## config.mk

```make
export PLATFORM = sky130hd
export DESIGN_NAME = hazard_scoreboard
export DESIGN_NICKNAME = d
export VERILOG_FILES = /design/src/rtl/hazard_scoreboard_pkg.sv /design/src/rtl/sb_stage_slot.sv /design/src/rtl/hazard_scoreboard.sv
export SDC_FILE = /design/constraint.sdc
export NUM_CORES = 1
export LEC_CHECK = 0
export BUFFER_PORTS_ARGS = -buffer_cell sky130_fd_sc_hd__buf_2
export CAP_MARGIN = 40
export CORE_UTILIZATION = 51
export CTS_BUF_LIST = sky130_fd_sc_hd__clkbuf_4 sky130_fd_sc_hd__clkbuf_8 sky130_fd_sc_hd__clkbuf_16
export CTS_CLUSTER_SIZE = 14
export DETAILED_ROUTE_END_ITERATION = 8
export PLACE_DENSITY = 0.83
export SYNTH_ARGS = -nofsm -noshare
export SYNTH_HDL_FRONTEND = slang
export SYNTH_SLANG_ARGS = --single-unit
```

## constraint.sdc

```tcl
create_clock -name clk -period 2.85 [get_ports clk]
set_clock_uncertainty 0.2 [all_clocks]
set_input_delay 0.1425 -clock clk [delete_from_list [all_inputs] [get_ports clk]]
set_output_delay 0.1425 -clock clk [all_outputs]
set_load 0.005 [all_outputs]
```

## src/rtl/hazard_scoreboard_pkg.sv

```systemverilog
// Shared types for the hazard scoreboard: FSM state encoding and the
// per-stage writer record flags.
package hazard_scoreboard_pkg;

    // RUN: normal flow. MC_WAIT: a multi-cycle op sits in EX awaiting mc_done.
    typedef enum logic {
        SB_RUN     = 1'b0,
        SB_MC_WAIT = 1'b1
    } sb_state_e;

    // Flag part of a slot record; rd is carried alongside at the
    // parameterised register-index width.
    typedef struct packed {
        logic v;     // valid register writer (never set for rd=x0)
        logic load;  // instruction is a load
        logic mc;    // instruction is a multi-cycle EX op
    } slot_flags_t;

endpackage

```

## src/rtl/sb_stage_slot.sv

```systemverilog
// One pipeline-stage record {v, rd, load, mc}. Priority: clear, hold, load;
// with none of those asserted the slot takes a bubble (all zero).
module sb_stage_slot
    import hazard_scoreboard_pkg::*;
#(
    parameter int REGISTER_ADDR_WIDTH = 5
) (
    input  logic                           clk,
    input  logic                           clear,
    input  logic                           hold,
    input  logic                           load,
    input  slot_flags_t                    d_flags,
    input  logic [REGISTER_ADDR_WIDTH-1:0] d_rd,
    output slot_flags_t                    q_flags,
    output logic [REGISTER_ADDR_WIDTH-1:0] q_rd
);

    // Record register: clear wins, hold keeps contents, otherwise load or bubble.
    always_ff @(posedge clk) begin
        // NOTE: non-blocking assignments make every slot sample its neighbour's
        // pre-edge value, which is what turns EX->MEM->WB into a clean shift.
        if (clear) begin
            q_flags <= '0;
            q_rd    <= '0;
        end else if (!hold) begin
            if (load) begin
                q_flags <= d_flags;
                q_rd    <= d_rd;
            end else begin
                q_flags <= '0;
                q_rd    <= '0;
            end
        end
    end

endmodule

```

## src/rtl/hazard_scoreboard.sv

```systemverilog
// Writer-side scoreboard for the five-stage core: tracks issued writers
// through EX/MEM/WB, publishes MEM/WB writers to the forwarding detector,
// and produces stall/bubble/hold controls for load-use and mul/div hazards.
module hazard_scoreboard
    import hazard_scoreboard_pkg::*;
#(
    parameter int REGISTER_ADDR_WIDTH = 5,
    parameter int STALL_CNT_WIDTH     = 32
) (
    input  logic                           clk,
    input  logic                           rst,
    input  logic                           id_valid,
    input  logic [REGISTER_ADDR_WIDTH-1:0] id_rs1,
    input  logic [REGISTER_ADDR_WIDTH-1:0] id_rs2,
    input  logic                           id_uses_rs1,
    input  logic                           id_uses_rs2,
    input  logic [REGISTER_ADDR_WIDTH-1:0] id_rd,
    input  logic                           id_reg_write,
    input  logic                           id_is_load,
    input  logic                           id_is_mc,
    input  logic                           mc_done,
    input  logic                           ex_flush,
    output logic                           stall_ID,
    output logic                           bubble_EX,
    output logic                           hold_EX,
    output logic                           reg_write_MEM,
    output logic [REGISTER_ADDR_WIDTH-1:0] rd_MEM,
    output logic                           reg_write_WB,
    output logic [REGISTER_ADDR_WIDTH-1:0] rd_WB,
    output logic [STALL_CNT_WIDTH-1:0]     stall_cycles
);

    sb_state_e                      state;
    slot_flags_t                    id_flags, ex_flags, mem_flags, wb_flags;
    logic [REGISTER_ADDR_WIDTH-1:0] id_rd_rec, ex_rd, mem_rd, wb_rd;
    logic                           id_writes;
    logic                           load_use;
    logic                           mc_busy;
    logic                           issue;

    // x0 is never recorded as a writer; its rd is zeroed too so a
    // non-writer can never match a consumer's source index.
    assign id_writes = id_reg_write & (id_rd != '0);
    assign id_rd_rec = id_writes ? id_rd : '0;
    assign id_flags  = '{v: id_writes, load: id_is_load, mc: id_is_mc};

    assign load_use = id_valid & ex_flags.v & ex_flags.load &
                      ((id_uses_rs1 & (id_rs1 == ex_rd)) |
                       (id_uses_rs2 & (id_rs2 == ex_rd)));

    // A multi-cycle op is still computing; an mc_done pulse releases it this cycle.
    assign mc_busy = (state == SB_MC_WAIT) & ~mc_done;

    // Pipeline controls: mc wait overrides everything (a flush here is a
    // protocol violation and is ignored); otherwise flush beats load-use.
    always_comb begin
        // NOTE: every output gets a default first so no path leaves one
        // unassigned and infers a latch.
        stall_ID  = 1'b0;
        bubble_EX = 1'b0;
        hold_EX   = 1'b0;
        if (mc_busy) begin
            stall_ID = 1'b1;
            hold_EX  = 1'b1;
        end else begin
            stall_ID  = load_use & ~ex_flush;
            bubble_EX = load_use | ex_flush;
        end
    end

    assign issue = id_valid & ~stall_ID & ~ex_flush;

    sb_stage_slot #(.REGISTER_ADDR_WIDTH(REGISTER_ADDR_WIDTH)) u_ex_slot (
        .clk     (clk),
        .clear   (rst),
        .hold    (hold_EX),
        .load    (issue),
        .d_flags (id_flags),
        .d_rd    (id_rd_rec),
        .q_flags (ex_flags),
        .q_rd    (ex_rd)
    );

    // While EX holds, MEM takes a bubble so the held op is not duplicated.
    sb_stage_slot #(.REGISTER_ADDR_WIDTH(REGISTER_ADDR_WIDTH)) u_mem_slot (
        .clk     (clk),
        .clear   (rst),
        .hold    (1'b0),
        .load    (~hold_EX),
        .d_flags (ex_flags),
        .d_rd    (ex_rd),
        .q_flags (mem_flags),
        .q_rd    (mem_rd)
    );

    // WB always advances from MEM so older writers drain during a hold.
    sb_stage_slot #(.REGISTER_ADDR_WIDTH(REGISTER_ADDR_WIDTH)) u_wb_slot (
        .clk     (clk),
        .clear   (rst),
        .hold    (1'b0),
        .load    (1'b1),
        .d_flags (mem_flags),
        .d_rd    (mem_rd),
        .q_flags (wb_flags),
        .q_rd    (wb_rd)
    );

    // Forwarding-facing outputs are taken directly from slot registers.
    assign reg_write_MEM = mem_flags.v;
    assign rd_MEM        = mem_rd;
    assign reg_write_WB  = wb_flags.v;
    assign rd_WB         = wb_rd;

    // Flags that no consumer downstream of EX needs.
    logic unused_slot_flags;
    assign unused_slot_flags = ^{ex_flags.mc, mem_flags.load, mem_flags.mc,
                                 wb_flags.load, wb_flags.mc};

    // FSM: enter MC_WAIT on the edge an mc op enters EX, leave on mc_done
    // unless a back-to-back mc op issues in that same cycle.
    always_ff @(posedge clk) begin
        if (rst) begin
            state <= SB_RUN;
        end else if (issue & id_is_mc) begin
            state <= SB_MC_WAIT;
        end else if ((state == SB_MC_WAIT) & mc_done) begin
            state <= SB_RUN;
        end
    end

    // Saturating count of cycles spent with ID stalled.
    always_ff @(posedge clk) begin
        if (rst) begin
            stall_cycles <= '0;
        end else if (stall_ID & (stall_cycles != '1)) begin
            stall_cycles <= stall_cycles + 1'b1;
        end
    end

endmodule

```

Yosys cells after proc, flatten, opt, wreduce, memory -nomap -nowiden

Cells that the tools add are included.

Bits in registers: 52
Output and inout port bits: 47
Logic and storage cells: 42

Add/sub/neg operators: 1
Equality and inequality tests: 3
Mux-type cells: 8
Bitwise gates (word level): 18
Reductions and logical operators: 3

Operators by type and width:

| cell                                                             | number |
|---|---|
| 32-bit by 1-bit adder with 32-bit output (second input constant) | 1 |
| 32-bit != test (second input constant)                           | 1 |
| 1-bit AND                                                        | 13 |
| 5-bit equality test                                              | 2 |
| 5-bit two-way mux                                                | 2 |
| 1-bit two-way mux                                                | 5 |
| 5-bit nonzero test                                               | 1 |
| 3-bit two-way mux                                                | 1 |
| 1-bit inverter                                                   | 3 |
| 1-bit OR                                                         | 2 |
| 2-bit nonzero test                                               | 1 |
| 2-bit OR reduction                                               | 1 |

Logic depth before layout (Yosys ltp)

Gate-level depths: netlist of run 1.

Depth in word-level cells: 11
Gate-level depth with buffers: 9
Gate-level depth less buffers: 7

Hierarchy

A second synthesis of run 1 with hierarchy kept.

Cells, all modules: 342
Area, all modules: 2829.0 um^2

Modules (own cells, without submodules):

| module            | instances | cells an instance | area each (um^2) |
|---|---|---|---|
| hazard_scoreboard | 1         | 237               | 1898.1 |
| sb_stage_slot     | 3         | 35                | 310.3 |

Worst setup path before layout of run 1

OpenSTA, ideal clock, no wires.

Path type: register to register
Start: register stall_cycles[0]
End: register stall_cycles[1]
Library setup time: 0.128 ns
Arrival: 2.036 ns
Data required time: 2.522 ns
Slack: 0.487 ns
Cell stages (with the launch flop): 10
Path buffers: 2
Path through: dfxtp_1 ha_1 nand2_1 nor4_4 or3b_1 o21ai_2 buf_6 buf_4 mux2i_1 nor2_1

Cells in the longest elaborated chain, start to end: 2

Ends and longest elaborated chain:

| what                                                                             | line                     | source |
|---|---|---|
| start, declared                                                                  | hazard_scoreboard.sv:30  | `output logic [STALL_CNT_WIDTH-1:0] stall_cycles` |
| start signal, assigned                                                           | hazard_scoreboard.sv:136 | `stall_cycles <= stall_cycles + 1'b1;` |
| branches (longest 2 deep; another with 32-bit by 1-bit adder with 32-bit output) | --                       |  |

Several ways; the timed one is not identified.
A chain may end at the register's enable or synchronous reset.

Final worst setup path of run 1

Start: register u_ex_slot.q_rd[2]
End: register u_ex_slot.q_rd[1]

Cells in the longest elaborated chain, start to end: 10

Ends and longest elaborated chain:

| what                                   | line                                             | source |
|---|---|---|
| start, declared                        | sb_stage_slot.sv:15                              | `output logic [REGISTER_ADDR_WIDTH-1:0] q_rd` |
| start signal, assigned                 | sb_stage_slot.sv:28                              | `q_rd <= d_rd;` |
| 5-bit equality test (on tied branches) | hazard_scoreboard.sv:48, hazard_scoreboard.sv:49 |  |
| 1-bit AND (on tied branches)           | hazard_scoreboard.sv:48, hazard_scoreboard.sv:49 |  |
| 1-bit OR *                             | hazard_scoreboard.sv:48                          | `((id_uses_rs1 & (id_rs1 == ex_rd)) \|` |
| 1-bit AND *                            | hazard_scoreboard.sv:47                          | `assign load_use = id_valid & ex_flags.v & ex_flags.load &` |
| 1-bit AND *                            | hazard_scoreboard.sv:66                          | `stall_ID = load_use & ~ex_flush;` |
| 1-bit two-way mux *                    | hazard_scoreboard.sv:62                          | `if (mc_busy) begin` |
| 1-bit inverter *                       | hazard_scoreboard.sv:71                          | `assign issue = id_valid & ~stall_ID & ~ex_flush;` |
| 1-bit AND * (2 in series)              | hazard_scoreboard.sv:71                          |  |
| 5-bit two-way mux *                    | sb_stage_slot.sv:26                              | `if (load) begin` |

Mark *: on every way between the ends. The rest lies on a longest branch, timed or not.

==> reports/metrics.csv, run 1 <==
stage,metric,value,unit
worst_setup_path,dominant_delay_contributor_by_cell_family_on_the_critical_path,simple AND/OR/NAND/NOR gates,
timing,maxClockFrequency,376,MHz
placed_design,minimum_setup_slack_after_placement,289,ps
drt,drt-pass1-iter-count,7,
timing,timing_worst_slew_pin_value,590,ps
global_routing,antenna_found_initial,0,
cts,worstSkewPairLatency,310,ps
global_routing,global_route_wire_length_before_repair,9870,µm
synth,synthSimpleGateAreaFrac,31.8,%
timing,period_needed,2660,ps
global_routing,grt_pass1_vias,2239,
timing,hold_ws,64.2,ps
power_and_ir_drop,switchingPower,280,µW
synth,fraction_of_the_mapped_netlist_area_in_adder_cells,0.515,%
cts,cts_htree_levels,2,
worst_setup_path,crit_chain,xor2_1 -> or4_4 -> or2_2 -> nor3b_1 -> nand4_1 -> dlygate4sd3_1 -> a21oi_1,
placed_design,place_hpwl,4170,µm
power_and_ir_drop,static-leakage-power,0.00123,µW
die,die_area,5040,µm²
status,violations_in_the_final_reports,design-rule violations,
synth,yosysWarnings,0,
global_routing,grt_start_max_net_pins,33,
timing,finalSetupViolCount,0,
synth,xor_xnor_share_of_the_synthesized_area,3.97,%
die,coreArea,4470,µm²
drt,avgRoutedWirePerCell,14.5,µm
timing,maxSlewViolCount,0,
power_and_ir_drop,netSwitchingFraction,22.6,%
drt,first_iter_violations,109,
die,start_util,54.3,%
layout,layout.cells.most_common_list,"71 x buf_2, 52 x dfxtp_1, 31 x a21oi_1",
worst_setup_path,critical_path_buf_inv_count,1,
timing,setup_tns,0,ps
placed_design,place_congestion,0.882,
layout,antenna-diode-count,0,
worst_setup_path,worstRegToRegCells,7,
synth,synth_fp_nets,305,
synth,post_synth_mux_area_share,0.876,%
power_and_ir_drop,max-vdd-ir-drop,246,µV
timing,postLayoutSetupSlackWorst,193,ps
worst_setup_path,critical-path-slowest-cell,dlygate4sd3_1,
synth,synth.cell_area,2430,µm²
layout,fill_cells,378,
layout,layoutNonFillerInstCount,411,
synth,postSynth.topFlopCell,dfxtp_1,
worst_setup_path,timing.critical_path.arrival,2640,ps
worst_setup_path,setup.worst_path.class,flip-flop to flip-flop,
power_and_ir_drop,power_frac_clock,34.7,%
worst_setup_path,timing.critical_path.fanout_max,5,
cts,tritoncts_clock_tree,done,
synth,postSynthAreaPerCell,8.70,µm²
cts,max_root_sink_buffers,2,
worst_setup_path,critical_path_depth,7,
hold_path,min-delay-path-class,primary input to flip-flop,
die,standard_cell_row_count,24,
layout,num-nets-final,384,
synth,ys_seq_elements,52,
timing,final.period_utilization,93.2,%
layout,mostFrequentLayoutCell,buf_2,
power_and_ir_drop,powerDensity,414,nW/µm²
layout,final_util,67.0,%
cts,clk_transition_reported_paths,90,ps
synth,synthesized_area_fraction_occupied_by_ao_oa_aoi_and_oai_cells,17.2,%
layout,area.growth.synth_to_final,23.6,%
placed_design,port_buffers,71,
timing,rsz0062_at_grt,no,
drt,average_via_count_per_standard_cell,5.86,
global_routing,gr_usage_total,24.7,%
drt,final_antenna_net_count,0,
cts,cts_root_buf,clkbuf_8,
die,ios,72,
power_and_ir_drop,power.share.combinational,6.2,%
die,chipWidth,71.0,µm
job,maxCapViolations,0,
placed_design,placed_cells_incl_taps,395,
die,die_height,71.0,µm
layout,layout-drive-gt1-share,26.5,%
cts,tritoncts.num_buffers,5,
synth,netlist_instances,279,
worst_setup_path,end_kind,flip-flop,
timing,max_slew_margin,60.6,%
status,status,"complete, but fails checks",
worst_setup_path,max_stage_delay,560,ps
synth,main_combinational_cell_family_by_area_after_synthesis,simple AND/OR/NAND/NOR gates,
power_and_ir_drop,intPower,960,µW
synth,number_of_flops_mapped_to_enable_cells_by_yosys,0,
timing,finalHoldViolCount,0,
drt,drc,5,
synth,ys_types,44,
synth,async_flop_share,0,%
cts,post_cts_resize_count,0,
worst_setup_path,type_of_origin_of_the_critical_path,flip-flop,
hold_path,worst_hold_path.num_cells,2,
drt,route.final.wire_length,5950,µm
synth,ys_seq_area_share,42.9,%
worst_setup_path,timing.critical_path.required,2830,ps
drt,detailroute.via_count,2408,
global_routing,gr-total-overflow,0,
cts,cts_num_sinks,52,
power_and_ir_drop,p_seq_share,59.2,%
[cells in the mapped netlist, types with 2 or more instances]
cell type / n / area (µm²)
a21oi_1: 31 / 155
a22o_1: 4 / 35.0
and2_1: 8 / 50.1
and3_1: 5 / 31.3
and4_1: 4 / 35.0
buf_6: 2 / 22.5
clkbuf_1: 7 / 26.3
dfxtp_1: 52 / 1040
nand2_1: 12 / 45.0
nand2b_1: 3 / 18.8
nand3_1: 21 / 105
nand4_1: 12 / 75.1
nor2_1: 13 / 48.8
nor2b_1: 8 / 50.1
nor4_1: 3 / 18.8
o21ai_0: 25 / 125
o31ai_1: 5 / 37.5
or2_2: 3 / 18.8
or3_1: 22 / 138
or4_1: 5 / 37.5
or4_4: 2 / 22.5
xnor2_1: 4 / 35.0
xor2_1: 7 / 61.3
[path summary, 6_finish.rpt]
check | endpoint | slack [ps] | start
setup / recovery | u_ex_slot.q_rd[1] | 190 | u_ex_slot.q_rd[2]
hold / removal | u_ex_slot.q_flags[2] | 60 | rst
setup reg to reg | u_ex_slot.q_rd[1] | 190 | u_ex_slot.q_rd[2]
hold reg to reg | u_wb_slot.q_rd[3] | 270 | u_mem_slot.q_rd[3]
[state kept, by name, summed over array words and instances, names as in the netlist]
name and flops:
stall_cycles 32, u_mem_slot.q_flags 1, u_ex_slot.q_rd 5, state 1
u_mem_slot.q_rd 5, u_ex_slot.q_flags 2, u_wb_slot.q_rd 5, u_wb_slot.q_flags 1
[per-stage QoR]
stage	instance area [µm²]	total power, µW
after floorplan	2430	787
after global placement	2830	816
after detailed placement	2830	818
after CTS	3000	1250
after global routing	3000	1300
final	3000	1240
[power by group through the flow]
stage / Combinational, µW / Sequential [µW] / Clock [µW]
after global routing: 83.2 / 735 / 478
final: 76.3 / 734 / 430
after floorplan: 36.5 / 751 / 0
after detailed placement: 66.9 / 751 / 0
after global placement: 65.4 / 751 / 0
after CTS: 74.9 / 734 / 439
[logic make-up after synthesis]
| group | count (synthesis) |
|---|---|
| AND/OR/NAND/NOR | 129 |
| flip-flops | 52 |
| AO/OA/AOI/OAI | 71 |
| adder cells (fa/ha/maj) | 1 |
| XOR/XNOR | 11 |
| multiplexers | 2 |
| buffers and inverters | 13 |
[routing by layer]
layer,share of wire [%],GRT usage (%)
met5,0,0
met4,1.3,8.44
met3,5.2,5.56
met2,51,43.1
met1,43,30.2
[what timing repair did]
item / CTS / global route
hold buffers: 8 / 0
hold endpoints to repair: 7 / 0
buffers inserted: 0 / 0
[final cells by class]
class	count	area, µm²	share of cell area, %
multi-input cells	214	1320	44.0
flip-flops and latches	52	1040	34.7
repair buffers	82	470	15.7
clock buffers	6	82.6	2.75
well taps	52	65.1	2.17
inverters	3	11.3	0.375
clock inverters	2	10.0	0.334
[worst register-to-register path, cell delays in order (launching register included)]
cell and delay, ps:
dfxtp_1 370, xor2_1 180, or4_4 550, or2_2 300, nor3b_1 200, nand4_1 120
dlygate4sd3_1 560, a21oi_1 70
No activity file was read; power rests on OpenSTA's default activity.
==> inputs of run 2 (changes only) <==
--- a/config.mk
+++ b/config.mk
@@ -7,11 +7,12 @@
 export LEC_CHECK = 0
 export BUFFER_PORTS_ARGS = -buffer_cell sky130_fd_sc_hd__buf_2
 export CAP_MARGIN = 40
-export CORE_UTILIZATION = 51
-export CTS_BUF_LIST = sky130_fd_sc_hd__clkbuf_4 sky130_fd_sc_hd__clkbuf_8 sky130_fd_sc_hd__clkbuf_16
+export CORE_UTILIZATION = 53
+export CTS_BUF_LIST = sky130_fd_sc_hd__clkbuf_4 sky130_fd_sc_hd__clkbuf_8
 export CTS_CLUSTER_SIZE = 14
 export DETAILED_ROUTE_END_ITERATION = 8
-export PLACE_DENSITY = 0.83
+export GPL_TIMING_DRIVEN = 0
+export PLACE_DENSITY = 0.94
 export SYNTH_ARGS = -nofsm -noshare
 export SYNTH_HDL_FRONTEND = slang
 export SYNTH_SLANG_ARGS = --single-unit
==> run 2 against run 1 <==
Effect of this change: the run now ends clean; setup slack improved by 5.0 ps; wire length increased by 2.7%; non-clock buffer count increased by 7; die area decreased by 3.7%; first-iteration DRC count increased by 58%; via count increased by 4.3%; largest cell class unchanged; global-route usage increased by 0.31 points; combinational power increased by 5.6%; total power decreased by 1.8%; core utilization increased by 1.7 points; largest power group unchanged.
==> reports/metrics.csv, run 2 (same netlist as run 1, synthesis figures left out) <==
stage,metric,value,unit,change
job,maxCapViolations,0,,unchanged
drt,average_via_count_per_standard_cell,6.02,,+2.8%
global_routing,gr_usage_total,25.1,%,+0.31 points
timing,setup_tns,0,ps,unchanged
layout,mostFrequentLayoutCell,buf_2,,
cts,tritoncts.num_buffers,5,,unchanged
timing,period_needed,2650,ps,-5.01 ps
power_and_ir_drop,finalPower,1220,µW,-1.8%
status,status,finished clean,,
worst_setup_path,timing.critical_path.required,2840,ps,about the same
drt,drt-pass1-iter-count,4,,-3
worst_setup_path,end_kind,flip-flop,,
cts,post-cts-setup-buffer-count,0,,unchanged
layout,antenna-diode-count,0,,unchanged
global_routing,global_route_wire_length_before_repair,9820,µm,-0.56%
drt,route.final.wire_length,6110,µm,+2.7%
global_routing,met3_demand_to_capacity_share_in_global_routing,5.67,%,+0.11 points
timing,final.period_utilization,93.1,%,-0.18 points
layout,largest_reg_flops,32,,unchanged
die,ios,72,,unchanged
cts,cts_root_buf,clkbuf_8,,
worst_setup_path,critical_path_buf_inv_count,2,,+1
die,chipWidth,69.7,µm,-1.9%
global_routing,grt_use_met2,41.9,%,-1.2 points
global_routing,gr-total-overflow,0,,unchanged
worst_setup_path,dominant_delay_contributor_by_cell_family_on_the_critical_path,simple AND/OR/NAND/NOR gates,,
power_and_ir_drop,powerDensity,405,nW/µm²,-2.2%
worst_setup_path,setup.worst_path.class,flip-flop to flip-flop,,
die,die_height,69.7,µm,-1.9%
die,die_area,4850,µm²,-3.7%
power_and_ir_drop,static-leakage-power,0.00123,µW,about the same
die,coreArea,4380,µm²,-2.0%
timing,rsz0062_at_grt,no,,
layout,layoutNonFillerInstCount,417,,+1.5%
global_routing,grt_busiest_layer,met2,,
worst_setup_path,max_stage_delay,440,ps,-120 ps
cts,cts_htree_levels,2,,unchanged
timing,maxSlewViolCount,0,,unchanged
cts,cts_num_sinks,52,,unchanged
layout,num-nets-final,391,,+1.8%
worst_setup_path,crit_chain,ha_1 -> nand2_1 -> nor4_4 -> or3b_1 -> o21ai_2 -> buf_6 -> buf_4 -> mux2i_1 -> nor2_1,,
worst_setup_path,critical-path-slowest-cell,dfxtp_1,,
layout,area.growth.synth_to_final,24.1,%,
worst_setup_path,timing.critical_path.fanout_max,10,,+5
layout,layout-drive-gt1-share,26.3,%,-0.16 points
worst_setup_path,type_of_origin_of_the_critical_path,flip-flop,,
global_routing,met1_usage,31.8,%,+1.6 points
global_routing,antenna_found_initial,0,,unchanged
power_and_ir_drop,max-vdd-ir-drop,286,µV,+16%
die,standard_cell_row_count,24,,unchanged
timing,max_slew_margin,54.9,%,-5.7 points
cts,tritoncts_clock_tree,done,,
global_routing,grt_start_max_net_pins,15,,-55%
drt,drc,0,,-5
drt,detailroute.via_count,2511,,+4.3%
placed_design,placed_cells_incl_taps,402,,+1.8%
drt,avgRoutedWirePerCell,14.6,µm,+1.2%
placed_design,place_hpwl,4230,µm,+1.5%
cts,max_root_sink_buffers,2,,unchanged
cts,clk_transition_reported_paths,90,ps,about the same
cts,worstSkewPairLatency,310,ps,about the same
drt,first_iter_violations,172,,+58%
layout,largest_register,stall_cycles,,
hold_path,min-delay-path-class,primary input to flip-flop,,
global_routing,grt_pass1_vias,2206,,-1.5%
timing,timing_worst_slew_pin_value,675,ps,+84.7 ps
timing,finalSetupViolCount,0,,unchanged
die,start_util,55.4,%,+1.1 points
layout,layout.cells.most_common_list,"71 x buf_2, 51 x dfxtp_1, 31 x a21oi_1",,
timing,finalHoldViolCount,0,,unchanged
worst_setup_path,timing.critical_path.arrival,2640,ps,about the same
drt,final_antenna_net_count,0,,unchanged
placed_design,port_buffers,71,,unchanged
timing,maxClockFrequency,377,MHz,+0.19%
placed_design,place_congestion,0.928,,+5.2%
-- run 2: changes by cell type in the layout (fill, tap and decap cells not counted), sizes merged --
| cell | change |
|---|---|
| clkinv | -1 |
| clkbuf | +7 |
-- run 2: path summary, 6_finish.rpt --
kind / from / end / slack [ps] / cells past startpoint
max: stall_cycles[1] / stall_cycles[1] / 200 / 9
max reg2reg: stall_cycles[1] / stall_cycles[1] / 200 / 9
min reg2reg: u_mem_slot.q_rd[4] / u_wb_slot.q_rd[4] / 260 / 1
min: rst / u_ex_slot.q_rd[2] / 70 / 3
-- run 2: through the flow --
stage          hold WS [ps]  util [%]  setup WS (ps)  instance area (µm²)
2_1_floorplan          68.2         -            487                 2430
3_3_place_gp            163      65.0            172                 2850
3_5_place_dp            169      65.0            146                 2850
4_1_cts                42.8      68.6            106                 3010
5_1_grt                72.7      68.7           58.1                 3010
6_report               66.8      68.7            198                 3010
-- run 2: tightest hold or removal path: cells and delay by family --
family	cells	cell delay, ps
and+or+nand+nor	1	90
buffers and inverters	1	120
AOI/OAI and AO/OA	1	180
-- run 2: cell type report --
cell class | count | area [µm²]
buffer | 10 | 57.6
clock buffer | 6 | 76.3
clock inverter | 1 | 5.00
fill | 337 | 1370
inverter | 3 | 11.3
multi-input combinational | 214 | 1320
sequential | 52 | 1040
tap | 52 | 65.1
timing repair buffer | 79 | 435
-- run 2: power by group --
group	leakage [µW]	total, µW	internal, µW	switching (µW)
registers	0.000420	734	730	3.82
clock network	0.0000445	404	177	227
logic	0.000761	80.6	36.4	44.2
-- run 2: repair_timing --
item,in CTS,in global routing
gates resized for setup,0,3
hold buffers,8,0
endpoints found under the hold margin,7,0
endpoints found under the setup margin,0,17
-- run 2: metal layers --
metal	part of all wire [%]	up-vias
li1	-	1211
met2	49	106
met3	6.5	11
met4	1.4	0
met1	43	1183
met5	0	-
==> inputs of run 3 (changes only) <==
--- a/config.mk
+++ b/config.mk
@@ -5,7 +5,8 @@
 export SDC_FILE = /design/constraint.sdc
 export NUM_CORES = 1
 export LEC_CHECK = 0
-export BUFFER_PORTS_ARGS = -buffer_cell sky130_fd_sc_hd__buf_2
+export ABC_CLOCK_PERIOD_IN_PS = 2850
+export BUFFER_PORTS_ARGS = -buffer_cell sky130_fd_sc_hd__clkbuf_2
 export CAP_MARGIN = 40
 export CORE_UTILIZATION = 53
 export CTS_BUF_LIST = sky130_fd_sc_hd__clkbuf_4 sky130_fd_sc_hd__clkbuf_8
==> run 3 against run 2 <==
Effect of this change: register-to-register slack got worse by 50 ps; final cell count up 0.48%; core utilization is 0.83 points higher; critical path depth did not move; wire length is 3.4% higher; combinational power about the same; total power increased by 8.9%; global-route usage is 0.28 points higher; sequential power about the same; non-clock buffer count up 1; via count up 1.9%; count of clock-buffer cells in the layout unchanged; critical endpoint is now stall_cycles[0].
==> reports/metrics.csv, run 3 (same netlist as run 1, synthesis figures left out) <==
stage,metric,value,unit,change
drt,avgRoutedWirePerCell,15.1,µm,+2.9%
power_and_ir_drop,static-leakage-power,0.00121,µW,-1.5%
layout,largest_reg_flops,32,,unchanged
timing,max_slew_margin,51.1,%,-3.8 points
worst_setup_path,timing.critical_path.arrival,2690,ps,+50 ps
layout,layout-drive-gt1-share,26.4,%,+0.13 points
cts,cts_num_sinks,52,,unchanged
timing,setup_tns,0,ps,unchanged
power_and_ir_drop,finalPower,1330,µW,+8.9%
placed_design,place_congestion,0.905,,-2.5%
drt,route.final.wire_length,6320,µm,+3.4%
drt,detailroute.via_count,2559,,+1.9%
layout,final_util,69.5,%,+0.83 points
power_and_ir_drop,intPower,1040,µW,+9.9%
die,ios,72,,unchanged
worst_setup_path,timing.critical_path.fanout_max,10,,unchanged
worst_setup_path,timing.critical_path.required,2840,ps,about the same
placed_design,port_buffers,71,,unchanged
layout,final_cell_area,3050,µm²,+1.2%
worst_setup_path,crit_chain,ha_1 -> nand2_1 -> nor4_4 -> or3b_1 -> o21ai_2 -> buf_6 -> buf_4 -> xor2_1 -> nor2_1,,
die,start_util,55.4,%,unchanged
placed_design,dpl-instance-area,2850,µm²,unchanged
timing,finalSetupViolCount,0,,unchanged
cts,clk_transition_reported_paths,90,ps,about the same
cts,cts_root_buf,clkbuf_8,,
timing,rsz0062_at_grt,no,,
power_and_ir_drop,powerDensity,435,nW/µm²,+7.6%
cts,tritoncts.num_buffers,5,,unchanged
layout,layout.cells.most_common_list,"72 x clkbuf_2, 52 x dfxtp_1, 31 x a21oi_1",,
die,die_area,4850,µm²,unchanged
global_routing,grt_start_max_net_pins,16,,+1
power_and_ir_drop,power.share.combinational,6.1,%,-0.5 points
worst_setup_path,setup.worst_path.class,flip-flop to flip-flop,,
timing,finalHoldViolCount,0,,unchanged
drt,drt-pass1-iter-count,6,,+2
power_and_ir_drop,netSwitchingFraction,21.8,%,-0.74 points
worst_setup_path,dominant_delay_contributor_by_cell_family_on_the_critical_path,simple AND/OR/NAND/NOR gates,,
cts,max_root_sink_buffers,2,,unchanged
layout,ff_latch_area,1040,µm²,-0.12%
timing,period_needed,2700,ps,+46.9 ps
die,chipWidth,69.7,µm,unchanged
worst_setup_path,ff2ff_setup_slack,150,ps,-50 ps
global_routing,gr-total-overflow,0,,unchanged
layout,mostFrequentLayoutCell,clkbuf_2,,
worst_setup_path,max_stage_delay,460,ps,+20 ps
cts,worstSkewPairLatency,310,ps,about the same
die,standard_cell_row_count,24,,unchanged
layout,largest_register,stall_cycles,,
drt,drc,0,,unchanged
power_and_ir_drop,switchingPower,289,µW,+5.3%
placed_design,place_hpwl,4420,µm,+4.5%
worst_setup_path,end_kind,flip-flop,,
power_and_ir_drop,p_seq_share,55.4,%,-4.8 points
layout,area_of_combinational_cells_with_multiple_inputs,1320,µm²,unchanged
die,coreArea,4380,µm²,unchanged
power_and_ir_drop,power_frac_clock,38.5,%,+5.4 points
worst_setup_path,critical_path_buf_inv_count,2,,unchanged
status,status,finished clean,,
placed_design,placed_cells_incl_taps,402,,unchanged
timing,maxClockFrequency,370,MHz,-1.7%
drt,final_antenna_net_count,0,,unchanged
layout,antenna-diode-count,0,,unchanged
global_routing,global_route_wire_length_before_repair,9940,µm,+1.2%
global_routing,antenna_found_initial,0,,unchanged
die,die_height,69.7,µm,unchanged
timing,final.period_utilization,94.7,%,+1.6 points
worst_setup_path,type_of_origin_of_the_critical_path,flip-flop,,
drt,first_iter_violations,181,,+5.2%
timing,timing_worst_slew_pin_value,723,ps,+48.1 ps
cts,cts_htree_levels,2,,unchanged
cts,tritoncts_clock_tree,done,,
layout,num-nets-final,392,,+0.26%
layout,fill_cells,331,,-1.8%
timing,maxSlewViolCount,0,,unchanged
job,maxCapViolations,0,,unchanged
global_routing,grt_pass1_vias,2254,,+2.2%
hold_path,min-delay-path-class,primary input to flip-flop,,
layout,layoutNonFillerInstCount,419,,+0.48%
power_and_ir_drop,max-vdd-ir-drop,285,µV,-0.27%
layout,area.growth.synth_to_final,25.6,%,
global_routing,gr_usage_total,25.3,%,+0.28 points
worst_setup_path,critical-path-slowest-cell,dfxtp_1,,
drt,average_via_count_per_standard_cell,6.11,,+1.4%
[run 3: worst min-delay path, stage by stage]
cell	delay [ps]
clkbuf_2	110
nor4b_1	90
a22o_1	190
[run 3: routing by layer]
layer / wire (µm) / track usage [%] / share of wire, %
met1: 2540 / 31.1 / 40
met5: 0 / 0 / 0
met4: 134 / 9.33 / 2.1
met2: 3110 / 42.3 / 49
met3: 534 / 7.12 / 8.5
[run 3: final cells by class]
cell class                 count  share of cell area [%]
multi-input combinational    214                    43.3
sequential                    52                    34.2
timing repair buffer          80                    14.5
clock buffer                   6                    2.50
tap                           52                    2.13
buffer                        10                    1.89
clock inverter                 2                    1.15
inverter                       3                   0.369
[run 3: power groups by stage]
| stage | logic, µW | clock network [µW] | registers (µW) |
|---|---|---|---|
| after global placement | 67.7 | 0 | 751 |
| after floorplan | 36.5 | 0 | 751 |
| after detailed placement | 70.2 | 0 | 751 |
| after global routing | 86.4 | 548 | 735 |
| final | 80.8 | 511 | 735 |
| after CTS | 78.6 | 514 | 734 |
[run 3: stage by stage]
stage	hold slack [ps]	worst slack, ps
CTS	25.3	75.6
floorplan	68.2	487
global placement	165	167
finish	63.2	151
global route	60.7	10.9
detailed placement	177	110
[run 3: worst paths after layout]
| path | startpoint | to | depth (start not counted) |
|---|---|---|---|
| worst max-delay path | stall_cycles[0] | stall_cycles[0] | 9 |
| worst min-delay path | rst | u_ex_slot.q_rd[4] | 3 |
| worst max register to register | stall_cycles[0] | stall_cycles[0] | 9 |
| worst min register to register | u_mem_slot.q_rd[3] | u_wb_slot.q_rd[3] | 1 |
[run 3: timing repair]
item	4_1_cts	5_1_grt
hold buffers	8	0
endpoints found under the setup margin	0	13
buffers inserted	0	1
endpoints found under the hold margin	7	0
resized for setup	0	2
